==> src/rtl/spi_master_burst.sv <==
`default_nettype none
// +-------------------------------------------------------------------------+
// | spi_master_burst : burst SPI master for the AD80305 register bus        |
// | Rev 1.0 - initial release                                               |
// +-------------------------------------------------------------------------+
module spi_master_burst #(
  parameter int CLK_DIV   = 126,
  parameter int N_CS      = 2,
  parameter int ADDR_W    = 10,
  parameter int MAX_BYTES = 8
) (
  input  logic              i_fpga_clk_125p,
  input  logic              i_fpga_rst_125p,
  input  logic              i_cmd_valid,
  output logic              o_cmd_ready,
  input  logic              i_cmd_rw,
  input  logic [2:0]        i_cmd_len,
  input  logic [1:0]        i_cmd_cs,
  input  logic [ADDR_W-1:0] i_cmd_addr,
  output logic              o_wr_req,
  input  logic [7:0]        i_wr_data,
  output logic [7:0]        o_rd_data,
  output logic              o_rd_valid,
  output logic              o_done,
  output logic              o_err,
  output logic              o_busy,
  output logic              o_spi_clk,
  output logic              o_spi_di,
  input  logic              i_spi_do,
  output logic [N_CS-1:0]   o_spi_cs_n
);

  typedef enum logic [2:0] {
    S_IDLE  = 3'd0,
    S_SETUP = 3'd1,
    S_INSTR = 3'd2,
    S_DATA  = 3'd3,
    S_HOLD  = 3'd4,
    S_GAP   = 3'd5
  } state_t;

  localparam int CNT_W = $clog2(CLK_DIV);
  localparam int BIT_W = $clog2(8 * MAX_BYTES);
  localparam logic [CNT_W-1:0] C_LAST = CNT_W'(CLK_DIV - 1);
  localparam logic [CNT_W-1:0] C_HALF = CNT_W'(CLK_DIV / 2);
  localparam logic [CNT_W-1:0] C_RISE = CNT_W'(CLK_DIV / 2 - 1);

  state_t           state_q;
  logic [CNT_W-1:0] cnt_q;
  logic [BIT_W-1:0] bit_q;
  logic             rw_q;
  logic [2:0]       len_q;
  logic [15:0]      sh_q;
  logic [7:0]       stage_q;
  logic [7:0]       rx_q;
  logic             cap_q;
  logic             ready_q, busy_q, wr_req_q, rd_valid_q, done_q, err_q;
  logic             sclk_q, mosi_q;
  logic [7:0]       rd_data_q;
  logic [N_CS-1:0]  cs_n_q;

  logic bit_end, instr_last, data_last, byte_last, more_bytes;

  assign bit_end    = (cnt_q == C_LAST);
  assign instr_last = (bit_q == BIT_W'(15));
  assign data_last  = (bit_q == BIT_W'({len_q, 3'b111}));
  assign byte_last  = (bit_q[2:0] == 3'b111);
  assign more_bytes = (32'(bit_q[BIT_W-1:3]) < 32'(len_q));

  // Transmit shifter holds the instruction first, then each data byte in its top 8 bits.
  always_ff @(posedge i_fpga_clk_125p or posedge i_fpga_rst_125p) begin
    if (i_fpga_rst_125p) begin
      state_q    <= S_IDLE;
      cnt_q      <= '0;
      bit_q      <= '0;
      rw_q       <= 1'b0;
      len_q      <= '0;
      sh_q       <= '0;
      stage_q    <= '0;
      rx_q       <= '0;
      cap_q      <= 1'b0;
      ready_q    <= 1'b1;
      busy_q     <= 1'b0;
      wr_req_q   <= 1'b0;
      rd_valid_q <= 1'b0;
      done_q     <= 1'b0;
      err_q      <= 1'b0;
      sclk_q     <= 1'b0;
      mosi_q     <= 1'b0;
      rd_data_q  <= '0;
      cs_n_q     <= '1;
    end else begin
      wr_req_q   <= 1'b0;
      rd_valid_q <= 1'b0;
      done_q     <= 1'b0;
      err_q      <= 1'b0;
      cap_q      <= wr_req_q;
      if (cap_q) stage_q <= i_wr_data;
      if (state_q != S_IDLE) cnt_q <= bit_end ? '0 : cnt_q + CNT_W'(1);
      if (state_q == S_INSTR || state_q == S_DATA) begin
        if (cnt_q == C_RISE) sclk_q <= 1'b1;
        else if (bit_end)    sclk_q <= 1'b0;
      end

      case (state_q)
        S_IDLE: begin
          if (i_cmd_valid) begin
            if (32'(i_cmd_cs) >= N_CS) begin
              err_q  <= 1'b1;
              done_q <= 1'b1;
            end else begin
              state_q <= S_SETUP;
              ready_q <= 1'b0;
              busy_q  <= 1'b1;
              rw_q    <= i_cmd_rw;
              len_q   <= i_cmd_len;
              sh_q    <= {i_cmd_rw, i_cmd_len, 12'(i_cmd_addr)};
              cs_n_q  <= ~(N_CS'(1) << i_cmd_cs);
              cnt_q   <= '0;
              bit_q   <= '0;
            end
          end
        end
        S_SETUP: begin
          if (cnt_q == '0 && rw_q) wr_req_q <= 1'b1;
          if (bit_end) begin
            state_q <= S_INSTR;
            mosi_q  <= sh_q[15];
            sh_q    <= {sh_q[14:0], 1'b0};
          end
        end
        S_INSTR: begin
          if (bit_end) begin
            if (instr_last) begin
              state_q <= S_DATA;
              bit_q   <= '0;
              mosi_q  <= rw_q & stage_q[7];
              sh_q    <= {stage_q[6:0], 9'b0};
            end else begin
              bit_q  <= bit_q + BIT_W'(1);
              mosi_q <= sh_q[15];
              sh_q   <= {sh_q[14:0], 1'b0};
            end
          end
        end
        S_DATA: begin
          // Prefetch the next write byte during the last bit of the current one.
          if (cnt_q == '0 && rw_q && byte_last && more_bytes) wr_req_q <= 1'b1;
          if (cnt_q == C_HALF && !rw_q) begin
            rx_q <= {rx_q[6:0], i_spi_do};
            if (byte_last) begin
              rd_data_q  <= {rx_q[6:0], i_spi_do};
              rd_valid_q <= 1'b1;
            end
          end
          if (bit_end) begin
            if (data_last) begin
              state_q <= S_HOLD;
              mosi_q  <= 1'b0;
            end else begin
              bit_q <= bit_q + BIT_W'(1);
              if (byte_last) begin
                mosi_q <= rw_q & stage_q[7];
                sh_q   <= {stage_q[6:0], 9'b0};
              end else begin
                mosi_q <= rw_q & sh_q[15];
                sh_q   <= {sh_q[14:0], 1'b0};
              end
            end
          end
        end
        S_HOLD: begin
          if (bit_end) begin
            state_q <= S_GAP;
            cs_n_q  <= '1;
          end
        end
        S_GAP: begin
          if (bit_end) begin
            state_q <= S_IDLE;
            ready_q <= 1'b1;
            busy_q  <= 1'b0;
            done_q  <= 1'b1;
          end
        end
        default: state_q <= S_IDLE;
      endcase
    end
  end

  assign o_cmd_ready = ready_q;
  assign o_busy      = busy_q;
  assign o_wr_req    = wr_req_q;
  assign o_rd_valid  = rd_valid_q;
  assign o_rd_data   = rd_data_q;
  assign o_done      = done_q;
  assign o_err       = err_q;
  assign o_spi_clk   = sclk_q;
  assign o_spi_di    = mosi_q;
  assign o_spi_cs_n  = cs_n_q;

endmodule
`default_nettype wire

==> config.mk <==
export PLATFORM = sky130hd
export DESIGN_NAME = spi_master_burst
export DESIGN_NICKNAME = d
export VERILOG_FILES = /design/src/rtl/spi_master_burst.sv
export SDC_FILE = /design/constraint.sdc
export NUM_CORES = 1
export LEC_CHECK = 0
export CAP_MARGIN = 5
export CORE_MARGIN = 1
export CORE_UTILIZATION = 55
export DETAILED_ROUTE_END_ITERATION = 8
export PLACE_DENSITY = 0.85
export SETUP_SLACK_MARGIN = 0.3
export SYNTH_ARGS = -nofsm -noshare
export SYNTH_HDL_FRONTEND = slang
export SYNTH_SLANG_ARGS = --single-unit
==> constraint.sdc <==
create_clock -name i_fpga_clk_125p -period 3.2 [get_ports i_fpga_clk_125p]
set_input_delay 0.96 -clock i_fpga_clk_125p [delete_from_list [all_inputs] [get_ports i_fpga_clk_125p]]
set_output_delay 0.96 -clock i_fpga_clk_125p [all_outputs]
set_load 0.03 [all_outputs]
==> impl_metrics.json, run 1 <==
{
  "fp.dieH_um": 81.1,
  "h-tree-depth": 3,
  "timing.hold.ws_ns": 0.390,
  "synth.distinct_cells": 51,
  "syn_area_sq_mm": 0.00344,
  "ys_ff_latch": 70,
  "clock_latency_ns": 0.35,
  "first_pass_iters": 4,
  "utilization_pct": 70.7,
  "cts_sinks": 70,
  "fin_tns_setup_ns": 0,
  "hold_violations": 0,
  "status": "finished, final reports clean",
  "critPathLaunchType": "primary input",
  "hp-class": "flip-flop to flip-flop",
  "drt_wl_total_um": 7300,
  "dpl.hpwl_um": 5170,
  "ys_warn_count": 0,
  "grt_pass1_vias": 2442,
  "rows": 28,
  "post_cts_buffers": 0,
  "p_per_area_mw_per_mm2": 743,
  "synth-edff-count": 0,
  "wl_per_cell_um": 16.7,
  "place.gp.congestion": 0.938,
  "net-switching-power_w": 0.000993,
  "globalRouteTotalUtil_pct": 24.5,
  "setup_viol": 0,
  "cts_root_buffer": "clkbuf_8",
  "initial_core_util_pct": 57.5,
  "worst_clock_skew_ns": 0.0104,
  "fp.dieW_um": 81.1,
  "path_class": "primary input to flip-flop",
  "period_share_pct": 80.8,
  "postCtsResizedCells": 0,
  "syn2layout_area_growth_pct": 23.0,
  "core-area_sq_mm": 0.00599,
  "synth_flop_cell": "dfrtp_1",
  "post-route-drc-count": 0,
  "clockBufferDepth": 2,
  "ir_drop_uv": 527,
  "nets": 393,
  "num_io_pins": 46,
  "drt_iter0_drc": 155,
  "grt_overflow": 0,
  "power_frac_clock_pct": 27.6,
  "endpoint_kind": "flip-flop",
  "seqPwrFrac_pct": 41.7,
  "antenna_found_initial": 0,
  "syn_inst": 307,
  "yosysTopAreaCell": "dfrtp_1",
  "cp.required_ns": 3.45,
  "swShare_pct": 31.5,
  "finalMaxSlewViolations": 0,
  "path_clk_slew_ns": 0.08,
  "synthTopCellsByCount": "dfrtp_1, mux2_2, nand2_1",
  "cp_data_arrival_time_ns": 2.84,
  "dpl.cell_count": 420,
  "fmax_mhz": 387,
  "grt_pass1_wl_um": 11900,
  "cts_tree": "done",
  "worstMarginPinSlew_ns": 0.619,
  "power_frac_comb_pct": 30.7,
  "ys_async_sr_fraction_pct": 100,
  "hold_buffers": 0,
  "vias_per_cell": 5.78,
  "grt_start_max_net_pins": 71,
  "period_minus_slack_ns": 2.59,
  "numPortBuffers": 45,
  "drv_cap": 0,
  "rsz0062_at_grt": "no",
  "cts_buffers": 9,
  "vias": 2521,
  "dieArea_sq_mm": 0.00658,
  "yosys-top-cells-area": "dfrtp_1, mux2_2, ha_1",
  "avgSynthCellArea_sq_um": 11.2,
  "cp_max_fo": 7,
  "syn_nets": 344,
  "diodes": 0,
  "final_antenna_net_count": 0,
  "synth.most_common_cell": "dfrtp_1",
  "synth_top_area_share_pct": 48.7,
  "p_int_w": 0.00216,
  "ys_seq_area_share_pct": 51.0,
  "drive_gt1_share_pct": 21.1,
  "slew_headroom_pct": 58.3,
  "p_leak_nw": 1.90,
  "final_cells": 436
}
## critical path, stage by stage
cell and delay (ns):
clkdlybuf4s50_1 0.43, nand2b_1 0.26, o22a_2 0.28, o32a_4 0.25, or2_0 0.32, o41ai_2 0.34
## area by class of cell
type,count,area [sq um]
Inverter,11,41.3
Fill cell,440,1750
Sequential cell,70,1760
Multi-Input combinational cell,212,1590
Timing Repair Buffer,52,515
Clock inverter,7,123
Clock buffer,9,124
Tap cell,75,93.8
## cells by family after synthesis
| logic type | count (synthesis) | synth area share, % |
|---|---|---|
| flops | 70 | 51.0 |
| simple gates | 83 | 12.1 |
| mux | 51 | 16.4 |
| compound gates | 65 | 13.2 |
| buf+inv | 25 | 3.01 |
| fa+ha+maj | 9 | 3.27 |
| xor+xnor | 4 | 1.02 |
## worst paths after layout
kind,startpoint,to,slack [ns],depth (start not counted)
min reg2reg,o_wr_req,cap_q,0.39,0
max reg2reg,bit_q[0],sh_q[7],0.82,6
max in group asynchronous,i_fpga_rst_125p,o_spi_cs_n[1],1.85,3
min in group asynchronous,i_fpga_rst_125p,rx_q[2],0.99,3
max,i_cmd_cs[1],bit_q[5],0.61,6
min,o_wr_req,cap_q,0.39,0
## through the flow
| stage | setup slack (ns) | cell area (sq um) | total power [W] |
|---|---|---|---|
| finish | 0.614 | 4240 | 0.00315 |
| global route | 0.527 | 4240 | 0.00333 |
| CTS | 0.610 | 4240 | 0.00317 |
| detailed placement | 0.214 | 3990 | 0.00229 |
| global placement | 0.299 | 3990 | 0.00223 |
| floorplan | 0.477 | 3440 | 0.00200 |
## state kept, by name (all words and copies together), names as in the netlist, 2 cells and up
signal,cells
sh_q,16
o_rd_data,8
stage_q,8
cnt_q,7
rx_q,7
bit_q,6
len_q,3
state_q,3
o_spi_cs_n,2
## routing by layer
| layer | wire length [um] | track usage, % | vias up |
|---|---|---|---|
| met5 | 0 | 0 | - |
| met4 | 102 | 8.57 | 0 |
| met3 | 286 | 6.07 | 8 |
| met2 | 3580 | 40.0 | 57 |
| met1 | 3330 | 31.7 | 1248 |
| li1 | - | - | 1208 |
## power groups by stage
stage	clock, W	sequential, W	combinational (W)
6_report	0.000868	0.00131	0.000967
5_1_grt	0.000927	0.00134	0.00106
4_1_cts	0.000886	0.00131	0.000977
3_5_place_dp	0	0.00132	0.000970
3_3_place_gp	0	0.00131	0.000923
2_1_floorplan	0	0.00130	0.000691
## cell usage in the layout, fill, tap and decap left out, drive strengths merged, types with 4 or more instances in the layout
master | netlist | final
dfrtp | 67 | 67
clkdlybuf4s50 | 0 | 45
mux2 | 43 | 43
nand2 | 21 | 21
nor2 | 20 | 20
o21ai | 19 | 19
a21oi | 14 | 14
inv | 11 | 11
nand3 | 9 | 9
ha | 9 | 9
clkbuf | 11 | 9
a22o | 9 | 9
mux2i | 8 | 8
buf | 3 | 7
nor3 | 6 | 6
nand2b | 4 | 4
nor2b | 4 | 4
o31ai | 4 | 4
Power figures use the tool's default switching activity.
==> inputs of run 2 (changes only) <==
- clock period: 3.2 -> 2.6 ns (I/O delays scaled with it)
==> impl_metrics.json, run 2 (synthesized netlist as in run 1, its figures left out) <==
{
  "syn2layout_area_growth_pct": 24.5,
  "path_class": "flip-flop to output port",
  "wl_per_cell_um": 16.2,
  "hp-start": "o_wr_req",
  "post-route-drc-count": 0,
  "drive_gt1_share_pct": 22.9,
  "fp.dieH_um": 81.1,
  "core-area_sq_mm": 0.00599,
  "globalRouteTotalUtil_pct": 24.7,
  "final_cell_mix": "dfrtp_1, mux2_2, clkdlybuf4s50_1",
  "swShare_pct": 31.4,
  "status": "finished, final reports clean",
  "cp_data_arrival_time_ns": 1.40,
  "critPathSlowestCell": "clkdlybuf4s50_1",
  "numPortBuffers": 45,
  "worst_clock_skew_ns": 0.00520,
  "cp_max_fo": 3,
  "pre_cts_ws_ns": 0.0169,
  "grt_overflow": 0,
  "rsz0062_at_grt": "no",
  "setup_slack_ns": 0.418,
  "drt_iter0_drc": 141,
  "hold_depth": 0,
  "cp.required_ns": 1.82,
  "grt_pass1_vias": 2538,
  "dieArea_sq_mm": 0.00658,
  "place_area_sq_mm": 0.00406,
  "largest_reg_flops": 16,
  "cts_root_buffer": "clkbuf_8",
  "slew_headroom_pct": 58.3,
  "power_w": 0.00381,
  "nets": 400,
  "power_frac_clock_pct": 25.5,
  "ff2ff_setup_slack_ns": 0.50,
  "initial_core_util_pct": 57.5,
  "r2r-end": "bit_q[5]",
  "regToRegStartpoint": "cnt_q[1]",
  "first_pass_iters": 4,
  "hold_violations": 0,
  "p_leak_nw": 1.94,
  "net-switching-power_w": 0.00120,
  "timing.hold.ws_ns": 0.379,
  "finalMaxSlewViolations": 0,
  "cts_tree": "done",
  "cpPeakStageDelay_ns": 0.68,
  "vias_per_cell": 5.82,
  "hp-class": "flip-flop to flip-flop",
  "n_fill_cell": 437,
  "worstMarginPinSlew_ns": 0.619,
  "p_int_w": 0.00261,
  "endpoint_kind": "output port",
  "grt_pass1_wl_um": 11900,
  "drv_cap": 0,
  "path_clk_slew_ns": 0.07,
  "clockBufferDepth": 2,
  "clock_latency_ns": 0.34,
  "period_minus_slack_ns": 2.18,
  "hold_buffers": 0,
  "antenna_found_initial": 0,
  "fmax_mhz": 458,
  "cp_cell_sequence": "clkdlybuf4s50_1",
  "final_antenna_net_count": 0,
  "p_per_area_mw_per_mm2": 889,
  "setup_viol": 0,
  "seqPwrFrac_pct": 42.6,
  "grt_start_max_net_pins": 71,
  "fin_tns_setup_ns": 0,
  "fp.dieW_um": 81.1,
  "drt_wl_total_um": 7170,
  "vias": 2571,
  "post_cts_buffers": 0,
  "power_frac_comb_pct": 31.9,
  "cp_num_buf_inv": 1,
  "cpLargestDelayFamily": "buffers and inverters",
  "cts_sinks": 70,
  "diodes": 0,
  "num_io_pins": 46,
  "postCtsResizedCells": 3,
  "place.gp.congestion": 0.958,
  "rows": 28,
  "ir_drop_uv": 693,
  "rr_worst_depth": 7,
  "worstHoldEndpoint": "cap_q",
  "h-tree-depth": 3,
  "fin_area_sq_mm": 0.00429,
  "critPathLaunchType": "flip-flop",
  "final_common_cell": "dfrtp_1",
  "cts_buffers": 9,
  "top_register": "sh_q",
  "dpl.hpwl_um": 5200,
  "period_share_pct": 83.9
}
-- run 2: worst max-delay path by stage --
stage                 to  cells past startpoint  slack [ns]   startpoint
2_1_floorplan   bit_q[5]                      6        0.44  i_cmd_cs[1]
3_3_place_gp    bit_q[5]                      6        0.05  i_cmd_cs[1]
3_5_place_dp    bit_q[5]                      6        0.02  i_cmd_cs[1]
4_1_cts         bit_q[1]                      7        0.35  i_cmd_cs[1]
5_1_grt         bit_q[1]                      8        0.34     cnt_q[1]
6_report       o_spi_clk                      1        0.42    o_spi_clk
-- run 2: power by group through the flow --
stage,clock [W],combinational [W],sequential [W]
2_1_floorplan,0,0.000851,0.00161
3_3_place_gp,0,0.00118,0.00162
3_5_place_dp,0,0.00123,0.00164
4_1_cts,0.000988,0.00122,0.00162
5_1_grt,0.00104,0.00134,0.00166
6_report,0.000972,0.00122,0.00162
-- run 2: cell type report --
class / count / area, sq um / area share [%]
sequential: 70 / 1760 / 40.9
multi-input combinational: 212 / 1600 / 37.2
timing repair buffer: 59 / 577 / 13.5
clock buffer: 11 / 151 / 3.53
tap: 75 / 93.8 / 2.19
clock inverter: 4 / 70.1 / 1.63
inverter: 11 / 45.0 / 1.05
-- run 2: through the flow --
stage,cells,utilization [%]
CTS,442,71.4
global placement,427,67.8
global route,442,71.6
finish,442,71.6
detailed placement,427,67.8
floorplan,307,-
-- run 2: per-layer routing --
| metal | routed length, um | share of wire, % | global-route usage, % |
|---|---|---|---|
| met1 | 3080 | 43 | 31.1 |
| met2 | 3640 | 51 | 39.8 |
| met3 | 287 | 4.0 | 7.64 |
| met4 | 156 | 2.2 | 9.29 |
| met5 | 0 | 0 | 0 |
==> inputs of run 3 (changes only) <==
- CORE_UTILIZATION: 55 -> 50
- PLACE_DENSITY: 0.85 -> 0.81
- clock period: 2.6 -> 1.76 ns (I/O delays scaled with it)
==> impl_metrics.json, run 3 (synthesized netlist as in run 1, its figures left out) <==
{
  "critPathLaunchType": "flip-flop",
  "failed_checks": "negative setup slack",
  "p_per_area_mw_per_mm2": 1270,
  "dpl.hpwl_um": 6040,
  "p_leak_nw": 2.68,
  "globalRouteTotalUtil_pct": 31.2,
  "antenna_found_initial": 0,
  "worst_clock_skew_ns": 0.0131,
  "cts_tree": "done",
  "first_pass_iters": 5,
  "rsz0062_at_grt": "yes",
  "seqPwrFrac_pct": 33.5,
  "cpPeakStageDelay_ns": 0.45,
  "met1_usage_pct": 36.3,
  "largest_reg_flops": 16,
  "r2r-end": "sh_q[4]",
  "grt_pass1_vias": 3374,
  "net-switching-power_w": 0.00257,
  "final_antenna_net_count": 0,
  "num_io_pins": 46,
  "power_frac_clock_pct": 18.9,
  "initial_core_util_pct": 53.0,
  "slew_headroom_pct": 68.1,
  "endpoint_kind": "flip-flop",
  "rr_worst_depth": 7,
  "clockBufferDepth": 2,
  "cts_root_buffer": "clkbuf_8",
  "nets": 499,
  "period_share_pct": 122,
  "worstMarginPinSlew_ns": 0.479,
  "core-area_sq_mm": 0.00649,
  "swShare_pct": 35.7,
  "cts_sinks": 70,
  "hp-class": "flip-flop to flip-flop",
  "h-tree-depth": 3,
  "clock_latency_ns": 0.36,
  "finalMaxSlewViolations": 0,
  "syn2layout_area_growth_pct": 64.3,
  "cp_data_arrival_time_ns": 2.40,
  "regToRegStartpoint": "bit_q[4]",
  "top_register": "sh_q",
  "rows": 29,
  "use_met3_pct": 7.30,
  "hold_buffers": 0,
  "vias": 3495,
  "grt_pass1_wl_um": 17100,
  "path_clk_slew_ns": 0.08,
  "use_met2_pct": 54.8,
  "drt_iter0_drc": 322,
  "final_common_cell": "buf_4",
  "worstHoldEndpoint": "cap_q",
  "wl_per_cell_um": 25.3,
  "place.gp.congestion": 0.921,
  "fin_tns_setup_ns": -9.01,
  "numPortBuffers": 45,
  "cp.required_ns": 2.01,
  "drive_gt1_share_pct": 56.5,
  "diodes": 0,
  "cp_cell_sequence": "ha_4, nand4_1, nor2_2, o21ai_2, nand3b_1, clkbuf_16, mux2_4",
  "critPathSlowestCell": "dfrtp_1",
  "cts_buffers": 9,
  "timing.hold.ws_ns": 0.416,
  "cp_max_fo": 7,
  "ff2ff_setup_slack_ns": -0.38,
  "grt_overflow": 0,
  "period_minus_slack_ns": 2.14,
  "setup_slack_ns": -0.385,
  "grt_start_max_net_pins": 25,
  "drv_cap": 0,
  "fp.dieW_um": 85,
  "dieArea_sq_mm": 0.00723,
  "hold_depth": 0,
  "p_int_w": 0.00463,
  "hp-start": "o_wr_req",
  "hold_violations": 0,
  "top_usage_layer": "met2",
  "ir_drop_uv": 984,
  "status": "complete, but fails checks",
  "setup_viol": 45,
  "power_frac_comb_pct": 47.6,
  "vias_per_cell": 6.42,
  "final_cell_mix": "buf_4, dfrtp_1, buf_6",
  "drt_wl_total_um": 13800,
  "path_class": "flip-flop to flip-flop",
  "post-route-drc-count": 0,
  "fmax_mhz": 466,
  "fp.dieH_um": 85
}
## run 3: cell types whose count changed in the layout (fill, tap and decap cells not counted), sizes merged
cell,before,now
or2,3,4
bufinv,2,1
clkinvlp,1,3
dlygate4sd2,3,2
clkbuf,11,12
buf,14,129
clkdlybuf4s50,42,25
## run 3: how the worst max path moves through the flow
stage | cells after the start | end | slack (ns) | start
floorplan | 8 | sh_q[1] | -0.30 | cnt_q[1]
global placement | 6 | bit_q[4] | -0.49 | i_cmd_cs[1]
detailed placement | 6 | bit_q[4] | -0.52 | i_cmd_cs[1]
CTS | 6 | sh_q[5] | -0.15 | bit_q[0]
global route | 8 | sh_q[4] | -0.40 | len_q[1]
finish | 7 | sh_q[4] | -0.38 | bit_q[4]
## run 3: layout make-up
cell class | instances | area [sq um]
sequential | 70 | 1760
clock inverter | 5 | 58.8
fill | 272 | 837
timing repair buffer | 157 | 1470
clock buffer | 11 | 141
inverter | 11 | 45.0
multi-input combinational | 213 | 2090
tap | 77 | 96.3
## run 3: worst max-delay path: cells and delay by family (launching register included)
kind,cells,cell delay (ns)
AOI/OAI and AO/OA,1,0.08
adders and majority gates,1,0.33
buffers and inverters,1,0.24
DFF,1,0.45
muxes,1,0.31
and+or+nand+nor,3,0.62
## run 3: power by group through the flow
stage	sequential (W)	combinational (W)	clock [W]
2_1_floorplan	0.00237	0.00133	0
3_3_place_gp	0.00232	0.00211	0
3_5_place_dp	0.00235	0.00219	0
4_1_cts	0.00234	0.00258	0.00133
5_1_grt	0.00243	0.00359	0.00141
6_report	0.00241	0.00342	0.00136
## run 3: through the flow
step           instance area (sq um)  util, %  power [W]  std cells  worst slack [ns]
2_1_floorplan                   3520        -    0.00371        307            -0.300
3_3_place_gp                    4470     68.8    0.00443        478            -0.490
3_5_place_dp                    4470     68.8    0.00454        478            -0.523
4_1_cts                         5160     79.5    0.00625        518            -0.151
5_1_grt                         5660     87.1    0.00743        544            -0.396
6_report                        5660     87.1    0.00720        544            -0.385
## run 3: what timing repair did
action | 4_1_cts | 5_1_grt
pin swaps | 34 | 17
resized for setup | 171 | 82
endpoints found under the setup margin | 75 | 73
cloned | 1 | 1
buffers inserted | 23 | 25
endpoints found under the hold margin | 0 | 0
## run 3: per-layer routing
metal	vias to the layer above	wire, um
met5	-	0
met4	0	821
met3	85	1120
met2	237	6700
met1	1750	5140
li1	1423	-
